$ cat config.mk
export PLATFORM = sky130hd
export DESIGN_NAME = branch_target_buffer
export DESIGN_NICKNAME = d
export VERILOG_FILES = /design/src/rtl/branch_target_buffer.sv
export SDC_FILE = /design/constraint.sdc
export NUM_CORES = 1
export LEC_CHECK = 0
export ABC_CLOCK_PERIOD_IN_PS = 7200
export CAP_MARGIN = 20
export CORE_UTILIZATION = 57
export CTS_CLUSTER_SIZE = 16
export DETAILED_ROUTE_END_ITERATION = 10
export PLACE_DENSITY = 0.77
export SLEW_MARGIN = 20
export SYNTH_ARGS = -nofsm -noshare
export SYNTH_HDL_FRONTEND = slang
export SYNTH_SLANG_ARGS = --single-unit
export TNS_END_PERCENT = 1
$ cat constraint.sdc
create_clock -name clk -period 7.2 [get_ports clk]
set_input_delay 1.44 -clock clk [delete_from_list [all_inputs] [get_ports clk]]
set_output_delay 1.44 -clock clk [all_outputs]
set_load 0.02 [all_outputs]
$ cat src/rtl/branch_target_buffer.sv
// Direct-mapped branch target buffer with 2-bit saturating direction counters.
// Lookup is purely combinational; updates from resolved branches land on the next clock edge.
module branch_target_buffer #(
  parameter int ENTRIES = 8
) (
  input  logic        clk,
  input  logic        rst,
  input  logic [31:0] IF_PC,
  output logic        Pred_Taken,
  output logic [31:0] Pred_Target,
  input  logic        Upd_Valid,
  input  logic [31:0] Upd_PC,
  input  logic        Upd_Taken,
  input  logic [31:0] Upd_Target,
  output logic [15:0] Hit_Count
);
  localparam int IDX_W = $clog2(ENTRIES);
  localparam int TAG_W = 32 - IDX_W - 2;

  logic             valid_q [ENTRIES];
  logic [TAG_W-1:0] tag_q   [ENTRIES];
  logic [31:0]      tgt_q   [ENTRIES];
  logic [1:0]       ctr_q   [ENTRIES];
  logic [15:0]      hit_cnt_q;

  logic [IDX_W-1:0] if_idx;
  logic [IDX_W-1:0] upd_idx;
  logic             if_hit;
  logic             upd_hit;
  logic             unused_pc_lsbs;

  function automatic logic [1:0] ctr_next(input logic [1:0] c, input logic up);
    logic [1:0] r;
    r = c;
    if (up && c != 2'b11)
      r = c + 2'b01;
    else if (!up && c != 2'b00)
      r = c - 2'b01;
    return r;
  endfunction

  function automatic logic [15:0] hit_inc(input logic [15:0] h);
    return (h == 16'hFFFF) ? h : h + 16'd1;
  endfunction

  // Instructions are word aligned, so the byte offset never participates.
  assign unused_pc_lsbs = ^{IF_PC[1:0], Upd_PC[1:0]};

  assign if_idx  = IF_PC[IDX_W+1:2];
  assign upd_idx = Upd_PC[IDX_W+1:2];
  assign if_hit  = valid_q[if_idx] && (tag_q[if_idx] == IF_PC[31:IDX_W+2]);
  assign upd_hit = valid_q[upd_idx] && (tag_q[upd_idx] == Upd_PC[31:IDX_W+2]);

  // Lookup reads registered state only, so a same-cycle update is seen next cycle.
  always_comb begin
    Pred_Taken  = if_hit && ctr_q[if_idx][1];
    Pred_Target = if_hit ? tgt_q[if_idx] : IF_PC + 32'd4;
  end

  assign Hit_Count = hit_cnt_q;

  always_ff @(posedge clk) begin
    if (rst) begin
      for (int i = 0; i < ENTRIES; i++) begin
        valid_q[i] <= 1'b0;
        tag_q[i]   <= '0;
        tgt_q[i]   <= 32'd0;
        ctr_q[i]   <= 2'b01;
      end
      hit_cnt_q <= 16'd0;
    end else if (Upd_Valid) begin
      if (upd_hit) begin
        ctr_q[upd_idx] <= ctr_next(ctr_q[upd_idx], Upd_Taken);
        if (Upd_Taken)
          tgt_q[upd_idx] <= Upd_Target;
        hit_cnt_q <= hit_inc(hit_cnt_q);
      end else if (Upd_Taken) begin
        // Not-taken misses are never allocated: no target worth remembering.
        valid_q[upd_idx] <= 1'b1;
        tag_q[upd_idx]   <= Upd_PC[31:IDX_W+2];
        tgt_q[upd_idx]   <= Upd_Target;
        ctr_q[upd_idx]   <= 2'b10;
      end
    end
  end
endmodule

### After elaboration in Yosys (flattened, before gate mapping)

Memories as Yosys holds them, arrays and structs flattened.
Cells that the tools add are included.

* output and inout bits: 49
* input bits: 100
* memory bits (writable): 496
* memories: 4
* word-level logic and storage cells: 63
* flip-flop bits (word level): 16

Memories
* tgt_q: depth 8, bits a word 32, read ports 1, clocked after Yosys merged registers in 0, write ports 8, RTL line 22 `logic [31:0] tgt_q [ENTRIES];`
* tag_q: depth 8, bits a word 27, read ports 2, clocked after Yosys merged registers in 0, write ports 8, RTL line 21 `logic [TAG_W-1:0] tag_q [ENTRIES];`
* ctr_q: depth 8, bits a word 2, read ports 2, clocked after Yosys merged registers in 0, write ports 8, RTL line 23 `logic [1:0] ctr_q [ENTRIES];`
* valid_q: depth 8, bits a word 1, read ports 2, clocked after Yosys merged registers in 0, write ports 8, RTL line 20 `logic valid_q [ENTRIES];`

* muxes and demuxes: 35
* bitwise operators: 3
* reductions and logical operators: 12
* $add $sub $neg: 4
* eq/ne operators: 4

Operators with widths (count)
* 2-to-1 mux 32 bit: 3
* == test 27 bit: 2
* adder 32 x 3 -> 32 bit (second input constant): 1
* OR reduction 32 bit: 1
* 2-to-1 mux 27 bit: 1
* OR reduction 27 bit: 1
* 2-to-1 mux 1 bit: 20
* adder 16 x 1 -> 16 bit (second input constant): 1
* == test 16 bit (second input constant): 1
* 2-to-1 mux 2 bit: 7
* 2-to-1 mux 3 bit: 4
* logical AND 1 bit: 5
* AND reduction 3 bit: 1
* adder 2 x 1 -> 2 bit (second input constant): 1
* != test 2 bit (second input constant): 1
* OR 1 bit: 2
* nonzero test 2 bit: 1
* OR reduction 2 bit: 1
* subtractor 2 x 1 -> 2 bit (second input constant): 1
* logical NOT 1 bit: 1
* NOT 1 bit: 1
* OR reduction 1 bit: 1

### Depth between registers and ports, before layout

Gate-level depths: netlist (run 1).
An unclocked memory read counts as a cell.

* depth after elaboration: 10
* gate-level depth with buffers: 17
* depth with buffers taken out: 12

### Least setup slack after synthesis (run 1)

OpenSTA, ideal clock, no wires.

* path kind: input -> output
* start point: in IF_PC[3]
* end point: out Pred_Target[26]
* path slack: 1.118 ns
* buffers on the path: 5
* arrival: 4.642 ns
* stages: 12
* required time: 5.760 ns
* cell sequence: buf_2 buf_2 clkbuf_1 clkbuf_1 mux4_2 mux2i_1 xor2_1 nand4_1 nor4_1 nand4_1 clkbuf_1 o21ai_0

* cells in the longest elaborated chain, start to end: 4
* elaborated cells on any way between the ends: 7
* those cells by class: add/sub (1); eq/ne (1); mux (1); reduce/logical (1); memory (3)

Ends and longest elaborated chain
* start: declaration: RTL line 8 `input logic [31:0] IF_PC,`
* branches (longest 3 deep; another with adder 32 x 3 -> 32 bit)
* 2-to-1 mux 32 bit (*): RTL line 57 `Pred_Target = if_hit ? tgt_q[if_idx] : IF_PC + 32'd4;`
* end: declaration: RTL line 10 `output logic [31:0] Pred_Target,`

Mark *: on every way between the ends.

### Final worst setup path (run 1)

* start point: in IF_PC[4]
* end point: out Pred_Target[14]

The elaborated chain is that of the path after synthesis.

==> run summary, run 1 <==
Of the total power, registers draw 0.497. The portion of synthesized cell area occupied by the leading cell type came out at 0.5534. Among all flip-flop cells after synthesis, the most frequent one is sky130_fd_sc_hd__edfxtp_1. The number of register bits inferred by synthesis came out at 512. The maximum number of pins on one net before global-route repair is 63. The starting density of the core is 0.5810. Of the total power, the share spent switching nets is 0.2408. The maximum resistive drop on vdd is 209.8 µV. The first-pass GRT wire length came out at 107600 µm. Counting I/O delays and the setup requirement, the final critical path takes 6578 ps. Of all flip-flops after synthesis, the portion carrying an async set or reset was 0. The post-CTS repair timing setup buffer count is 0.

After synthesis, the mean cell area works out to 13.86 µm². The top achievable clock speed is 0.1520 GHz. The final net count came out at 2135. The synthesized area is between 20000 and 30000 µm². The number of instances in the placed design came out at ~2.6k.

Summed over all layers, the routed wires come to 72530 µm. The number of distinct library cell variants in the gate-level netlist after synthesis is 60. Data on the critical path is required at its endpoint by 5760 ps.

The ratio of cells with drive above 1 in the final layout came out at 0.1648. The clock network fraction of total power came out at 0.394. After clock tree synthesis, the clock-pin slew on the worst setup and hold paths is ~60 ps. After routing, the total negative slack on setup checks comes to 0 ps. The width of the die came out at 217.5 µm. The arrival time at the worst endpoint is 5140 ps. In this run the worst path has a maximum fanout of 42. The TritonCTS clock tree is done. When the netlist entered floorplanning its net count stood at between 2k and 2.5k. The internal power component is 5.324 mW.

The critical path is of the in -> out type. Power comes to 7.012 mW. The worst setup path is launched from an input pin.

The CTS H-tree depth came out at 2. The number of maximum-capacitance constraint violations is 0. Yosys attributes the largest share of cell area to sky130_fd_sc_hd__edfxtp_1, sky130_fd_sc_hd__mux4_2, sky130_fd_sc_hd__and2_1. The root buffer selected by CTS is sky130_fd_sc_hd__clkbuf_16. The measured slew at the worst slew-check pin is 1159 ps.

The remaining antenna violation count came out at 0. After clock tree synthesis, the flow added hold-fix buffers numbering 0. In the routed layout, each cell is associated on average with a via count of 6.491. The floorplan step set the die height to 217.5 µm. The final period utilization came out at 0.9136.

The number of placed I/O pins is roughly 150. sky130_fd_sc_hd__edfxtp_1 takes more of the synthesized area than any other cell. The via count of the first global-routing pass is about 17k.

The number of antenna violations at the first check in global routing came out at 2. The number of detailed-routing iterations run before antenna repair came out at 5. The longest clock path from root to sink contains 3 buffers. The power density of the placed cells is 230.7 nW/µm².

The net switching power of the design is around 1.7 mW. The share of the Yosys chip area taken by registers is 0.5716. The number of gates given a new drive strength after cts is 0.

The die area is 47320 µm². The design area came out at 30390 µm². For this run, the total global-route usage over all layers was measured as 0.3100.

The number of cells traversed by the worst hold path came out at 1. The clock drives 512 sinks. The endpoint type of the worst setup path is a primary output. The count of synthesis-stage warnings from yosys came out at 0.

The combinational share of power came out at 0.109. The total area inside the core boundary comes to approximately 46000 µm². The worst slew margin relative to its limit came out at 0.2274. The number of hold violations in the final report came to 0. The class of the most critical hold timing path is reg -> reg. Buffers inserted during clock tree synthesis total 54.

The count of fill cells added during filler insertion is 3168. Setup repair after global routing left no endpoint under its margin. The finished layout holds 2676 standard cells, fillers aside.

Port buffering added 146 buffers. After detailed routing, the number of remaining DRC violations is 0. Yosys mapped a number of flops with a built-in enable equal to 488. The clock skew came out at between 20 and 25 ps.

The leakage power is 10.67 nW. The number of max-slew violations in the final report came to 0. At the end of routability-driven placement, the weighted congestion stood at 0.9416. The setup violation total in the final timing report is 0. The total via count in the routed design came out at 17.37k.

The initial detailed-routing violation count came out at roughly 1.9k. The run finished with clean final reports. The later pin in the worst-skew pair is clocked with a latency of 630 ps. The post-detailed-placement cell area came out at around 29000 µm².

Dividing the detail-routed wire length by the instance count gives about 27 µm. The number of cell instances on the worst register-to-register path is 9. Summed over all layers, the global routing overflow is 0. Relative to the synthesized area, the layout overhead comes to 14.79%.

The count of mapped cells out of synthesis is 1911. The initialized floorplan defines between 70 and 80 standard-cell rows. The total half-perimeter wirelength after legalization and detailed placement is 43390 µm.
-- layout by cell type, fill, tap and decap left out, drive strengths merged, types with 16 or more instances in the layout --
cell / netlist / routed
xor2: 41 / 41
clkdlybuf4s50: 0 / 140
nand4: 26 / 26
nand3: 24 / 24
mux4: 140 / 140
nor3: 16 / 16
buf: 48 / 60
mux2: 41 / 41
clkbuf: 88 / 61
xnor2: 25 / 25
mux2i: 86 / 86
or3: 19 / 19
nor2: 31 / 31
nor4: 17 / 17
dfxtp: 24 / 24
o22ai: 31 / 31
o21ai: 38 / 38
and2: 468 / 468
clkinv: 0 / 26
edfxtp: 488 / 488
a21oi: 42 / 42
a211oi: 22 / 22
nor2b: 29 / 29
a21o: 20 / 20
nand2: 44 / 44
-- per-layer routing --
metal / global-route usage / up-vias / routed length, µm
met4: 0.1418 / 2 / 3149
li1: - / 7459 / -
met1: 0.4037 / 8714 / 27040
met2: 0.5080 / 990 / 35500
met3: 0.05607 / 204 / 6816
met5: 0 / - / 17
-- state kept, by name (all words and copies together), names as in the netlist --
| name | count |
|---|---|
| Hit_Count | 16 |
| ctr_q | 16 |
| tag_q | 216 |
| tgt_q | 256 |
| valid_q | 8 |
-- power groups by stage --
stage | combinational, mW | sequential, mW | clock, mW
final | 0.764 | 3.49 | 2.76
after floorplan | 0.463 | 3.52 | 0
after global placement | 0.743 | 3.53 | 0
after global routing | 0.805 | 3.50 | 2.88
after detailed placement | 0.753 | 3.55 | 0
after CTS | 0.757 | 3.49 | 2.77
-- area by class of cell --
class | instances | area [µm²] | share of cell area
Antenna cell | 1 | 2.502 | 0.00008234
Clock buffer | 61 | 1378 | 0.04533
Clock inverter | 39 | 369.1 | 0.01214
Inverter | 11 | 41.29 | 0.001359
Multi-Input combinational cell | 1252 | 10790 | 0.3551
Sequential cell | 512 | 15130 | 0.4980
Tap cell | 600 | 750.7 | 0.02470
Timing Repair Buffer | 200 | 1924 | 0.06332
-- per-stage QoR --
stage            util  hold slack (ps)  worst slack (ps)
3_3_place_gp   0.6278            455.8             599.7
6_report       0.6669            481.1             621.8
2_1_floorplan       -            443.3              1118
4_1_cts        0.6661            481.6             594.0
3_5_place_dp   0.6278            467.5             602.5
5_1_grt        0.6669            497.8             353.4
-- cells in the mapped netlist (19+ instances only) --
library cell and instances:
sky130_fd_sc_hd__mux4_2 140, sky130_fd_sc_hd__xor2_1 41, sky130_fd_sc_hd__o22ai_1 30, sky130_fd_sc_hd__buf_2 23, sky130_fd_sc_hd__nand2_1 44, sky130_fd_sc_hd__nor2_1 31
sky130_fd_sc_hd__nor2b_1 29, sky130_fd_sc_hd__mux2_1 19, sky130_fd_sc_hd__nand3_1 24, sky130_fd_sc_hd__dfxtp_1 24, sky130_fd_sc_hd__nand4_1 26, sky130_fd_sc_hd__a21oi_1 42
sky130_fd_sc_hd__and2_1 468, sky130_fd_sc_hd__o21ai_0 33, sky130_fd_sc_hd__edfxtp_1 488, sky130_fd_sc_hd__xnor2_1 25, sky130_fd_sc_hd__mux2_2 22, sky130_fd_sc_hd__mux2i_1 86
sky130_fd_sc_hd__a21o_1 20, sky130_fd_sc_hd__a211oi_1 22, sky130_fd_sc_hd__clkbuf_1 88
-- path summary, 6_finish.rpt --
path / from / end / slack (ps)
setup / recovery: IF_PC[4] / Pred_Target[14] / 620
hold / removal: valid_q[5] / valid_q[5] / 480
setup reg to reg: tag_q[2][20] / ctr_q[7][0] / 3360
hold reg to reg: valid_q[5] / valid_q[5] / 480
-- cell families (layout without fill, tap and decap cells) --
| logic type | Yosys count | after routing | share of synthesized area |
|---|---|---|---|
| other | 0 | 1 | 0 |
| adder cells (fa/ha/maj) | 4 | 4 | 0.001890 |
| XOR/XNOR | 66 | 66 | 0.02183 |
| AND/OR/NAND/NOR | 725 | 725 | 0.1648 |
| AO/OA/AOI/OAI | 190 | 190 | 0.04565 |
| buffers and inverters | 147 | 311 | 0.02519 |
| flip-flops | 512 | 512 | 0.5716 |
| multiplexers | 267 | 267 | 0.1690 |
-- critical path, cell delays in order --
cell and delay, ps:
sky130_fd_sc_hd__buf_4 520, sky130_fd_sc_hd__mux4_2 410, sky130_fd_sc_hd__mux2i_1 490, sky130_fd_sc_hd__xor2_1 260
sky130_fd_sc_hd__nand2_1 100, sky130_fd_sc_hd__nor4_1 300, sky130_fd_sc_hd__nand4_1 200, sky130_fd_sc_hd__buf_12 230
sky130_fd_sc_hd__a211oi_1 510, sky130_fd_sc_hd__a21oi_1 90, sky130_fd_sc_hd__clkdlybuf4s50_1 560
(Power assumes the default switching activity.)
==> run 2: changes to the inputs <==
--- a/config.mk
+++ b/config.mk
@@ -7,2 +7,3 @@
 export LEC_CHECK = 0
+export ABC_AREA = 1
 export ABC_CLOCK_PERIOD_IN_PS = 7200
@@ -12,3 +13,3 @@
 export DETAILED_ROUTE_END_ITERATION = 10
-export PLACE_DENSITY = 0.77
+export PLACE_DENSITY = 0.76
 export SLEW_MARGIN = 20
==> constraint.sdc (replaced) <==
create_clock -name clk -period 7.2 [get_ports clk]
set_input_delay 1.8 -clock clk [delete_from_list [all_inputs] [get_ports clk]]
set_output_delay 1.8 -clock clk [all_outputs]
set_load 0.02 [all_outputs]
==> run summary, run 2 <==
The endpoint type of the worst setup path is a primary output. The measured slew at the worst slew-check pin is 1011 ps. The initial detailed-routing violation count came out at 3215. The commonest non-fill, non-tap cell in the layout is sky130_fd_sc_hd__nand2_1.

The floorplan has 80 rows. The aggregate global-route resource usage came out at 0.3513. The setup slack of the most critical reg-to-reg path came out at 3950 ps. The sink of the worst hold path is valid_q[6]. The ratio of cells with drive above 1 in the final layout came out at 0.06187.

The floorplan step set the die height to 221.4 µm. The die area came out at 49010 µm². The fraction of the yosys area taken by sequential cells is 0.5517. The number of detailed-routing iterations run before antenna repair came out at 8. The top achievable clock speed is 0.1436 GHz. Summed over all instances, the cell type with the most area after synthesis is sky130_fd_sc_hd__edfxtp_1. The latest clock arrival within the worst-skew pair came out at 620 ps.

The most used flip-flop cell after synthesis is sky130_fd_sc_hd__edfxtp_1. The reg-to-reg critical path endpoint is tag_q[3][25]. The most flop-heavy register is tgt_q.

The number of max-slew violations in the final report came out at 0. The number of enable flip-flop cells after synthesis came out at 488. The worst pin sits at a relative slew slack of 0.3169. After synthesis, the most frequently instantiated cells are sky130_fd_sc_hd__nand2_1, sky130_fd_sc_hd__nor2_1, sky130_fd_sc_hd__edfxtp_1, sky130_fd_sc_hd__inv_1, sky130_fd_sc_hd__o21ai_0. The remaining design rule violation count came out at 0. In this run the static leakage power is roughly 13 nW. For this run, the slowest stage of the critical path takes slightly below 700 ps. Detailed placement finished with a half-perimeter wire length of between 50000 and 60000 µm. The number of buffer cells added on primary ports came out at 146. Dividing the final minimum period by the clock period gives 0.9672. The number of nets in the synthesized netlist is 3349. The starting density of the core came out at 0.5758. For this design, the CTS-stage hold fixing added 0 buffers. The critical path's most frequent cell is sky130_fd_sc_hd__nand2_1. Sorting the synthesized cells by area gives the leading types as sky130_fd_sc_hd__edfxtp_1, sky130_fd_sc_hd__nand2_1, sky130_fd_sc_hd__nor2_1. The number of hold violations in the final report came to 0. The total global routing overflow came out at 0. The worst setup path is launched from an input pin. In this run the remaining antenna-violating nets after routing total 0. The final wirelength came out at slightly below 90000 µm. The signal on the critical path passes through buf_4 -> inv_4 -> o21ai_0 -> o21ai_0 -> nand2_1 -> nand3_1 -> nand2_1 -> nor3_1 -> nand2_1 -> inv_1 -> nand3_2 -> nor2_4 -> buf_12 -> nand2_1 -> o21ai_0 -> clkdlybuf4s50_1.

Setup repair after global routing left no endpoint under its margin. The final-layout worst hold slack came out at 474.9 ps. The area inside the core boundary came out at 47650 µm². Of the post-synthesis cell area, the dominant cell type holds 0.5342.

In the final layout, the registers with the most flip-flops are tgt_q: 256 flops, tag_q: 216 flops. The via count of the first global-routing pass is about 23k. The number of cells traversed by the worst hold path came out at 2. The required time at the worst-slack endpoint came out at 5400 ps. TritonCTS built the clock tree. The number of register bits inferred by synthesis came out at 512. The register with the most flip-flops in the layout has 256 of them.

The growth of design area from synthesis to finish is 13.33%. The utilization after layout is 0.6525. Routability-driven placement finished with a final weighted congestion of 0.9512.

The number of distinct library cell variants in the gate-level netlist after synthesis is between 40 and 50. The worst hold path begins at valid_q[6]. The count of fill cells added during filler insertion came out at 3907. The total CTS buffers is 53. The highest-delay cell along the critical path is sky130_fd_sc_hd__clkdlybuf4s50_1.

After clock tree synthesis, the clock-pin slew on the worst setup and hold paths is around 60 ps. In this run the worst path has a maximum fanout of 29. Leaving out fill and tap cells, the most frequent cells in the layout are sky130_fd_sc_hd__nand2_1, sky130_fd_sc_hd__nor2_1, sky130_fd_sc_hd__edfxtp_1, sky130_fd_sc_hd__inv_1, sky130_fd_sc_hd__o21ai_0. Dividing the synthesized area by the synthesized cell count gives 8.454 µm². The worst register-to-register path begins at tag_q[2][10]. The maximum resistive drop on vdd is 197.2 µV. Summed over all failing endpoints, the final setup total negative slack is 0 ps.

The setup violation total in the final timing report is 0. The shortest clock period the worst path allows after layout came out at 6964 ps. The number of cells on the worst reg-to-reg path is 14. The run finished with clean final reports. The total via count in the routed design came out at 24.20k.

Across the routed clock network, the largest skew measured is a little over 20 ps. The number of clock sinks seen by CTS is between 500 and 600. The number of antenna violations at the first check in global routing is 4. Entering global routing, the biggest net connects 88 pins.

Dividing the detail-routed via count by the number of cells gives approximately 6.1. The synthesized area is between 20000 and 30000 µm². The number of placed I/O pins is 149.

The root buffer selected by CTS is sky130_fd_sc_hd__clkbuf_16. The count of mapped cells out of synthesis is 3245. The final net count came out at around 3.4k. The clock passes through at most 3 buffers. The path class of the tightest hold or removal check is reg -> reg. The count of synthesis-stage warnings from yosys is 0. Across the run, the number of max-cap violations was 0. Dividing the detail-routed wire length by the instance count gives about 22 µm. The most common cell in the synthesized netlist is sky130_fd_sc_hd__nand2_1.

The first-pass GRT wire length is 130200 µm. Power spread over the standard cell area amounts to 228.0 nW/µm². The floorplan step set the die width to around 220 µm. The setup path with the least slack is of type in -> out. The arrival time at the worst endpoint is roughly 5200 ps. The CTS H-tree depth came out at 2. The async set-or-reset flop fraction in the synthesized netlist is 0.
run 2: cell types whose count changed after synthesis, sizes merged, moves of 87 or more:
cell   delta
a21oi    +87
o21ai   +211
mux4    -140
inv     +248
nand2   +716
and2    -466
nor2    +649
nand3   +143
run 2: cells by family (layout without fill, tap and decap cells):
family,count (synthesis),in the layout,share of synthesized area
adder cells (fa/ha/maj),4,4,0.001824
AND/OR/NAND/NOR,1700,1700,0.2521
XOR/XNOR,53,53,0.01692
other,0,3,0
buffers and inverters,480,613,0.07448
flip-flops,512,512,0.5517
AO/OA/AOI/OAI,496,496,0.1029
run 2: metrics by stage:
| stage | area (µm²) | power [mW] | instances | setup slack (ps) |
|---|---|---|---|---|
| after global routing | 31080 | 7.283 | 3994 | 61.56 |
| after detailed placement | 29400 | 4.419 | 3897 | 98.11 |
| after CTS | 31080 | 7.075 | 3993 | 87.51 |
| after global placement | 29400 | 4.390 | 3897 | 138.3 |
| after floorplan | 27430 | 4.067 | 3245 | 1589 |
| final | 31090 | 7.088 | 3996 | 236.3 |
run 2: final cells by class:
class / count / area, µm² / share of cell area
tap: 615 / 769.5 / 0.02475
timing repair buffer: 231 / 2163 / 0.06959
antenna: 3 / 7.507 / 0.0002415
inverter: 286 / 1087 / 0.03497
clock buffer: 65 / 1371 / 0.04411
sequential: 512 / 15130 / 0.4868
clock inverter: 31 / 300.3 / 0.009659
multi-input combinational: 2253 / 10250 / 0.3299
run 2: power by group:
group	internal (mW)	switching, mW
Clock	1.53	1.17
Combinational	0.279	0.637
Sequential	3.42	0.0518
run 2: what timing repair did:
item	4_1_cts	5_1_grt
setup buffers	0	0
setup endpoints to repair	0	6
resized for setup	0	2
run 2: metal layers:
metal / vias up / routed length, µm / track usage
met1: 11290 / 31610 / 0.4500
met3: 327 / 10340 / 0.06307
met2: 1618 / 40410 / 0.5678
li1: 10960 / - / -
met5: - / 27 / 0
met4: 4 / 4811 / 0.1938
run 2: critical path: cells and delay by family:
| kind | cells | cell delay (ps) |
|---|---|---|
| compound gates | 3 | 790 |
| buf+inv | 5 | 1470 |
| simple gates | 8 | 1060 |
run 2: worst max path at each step:
stage / start / to / slack (ps)
5_1_grt: IF_PC[2] / Pred_Target[20] / 60
6_report: IF_PC[3] / Pred_Target[4] / 240
4_1_cts: IF_PC[4] / Pred_Target[4] / 90
3_3_place_gp: IF_PC[4] / Pred_Target[4] / 140
3_5_place_dp: IF_PC[4] / Pred_Target[4] / 100
2_1_floorplan: IF_PC[2] / Pred_Target[16] / 1590
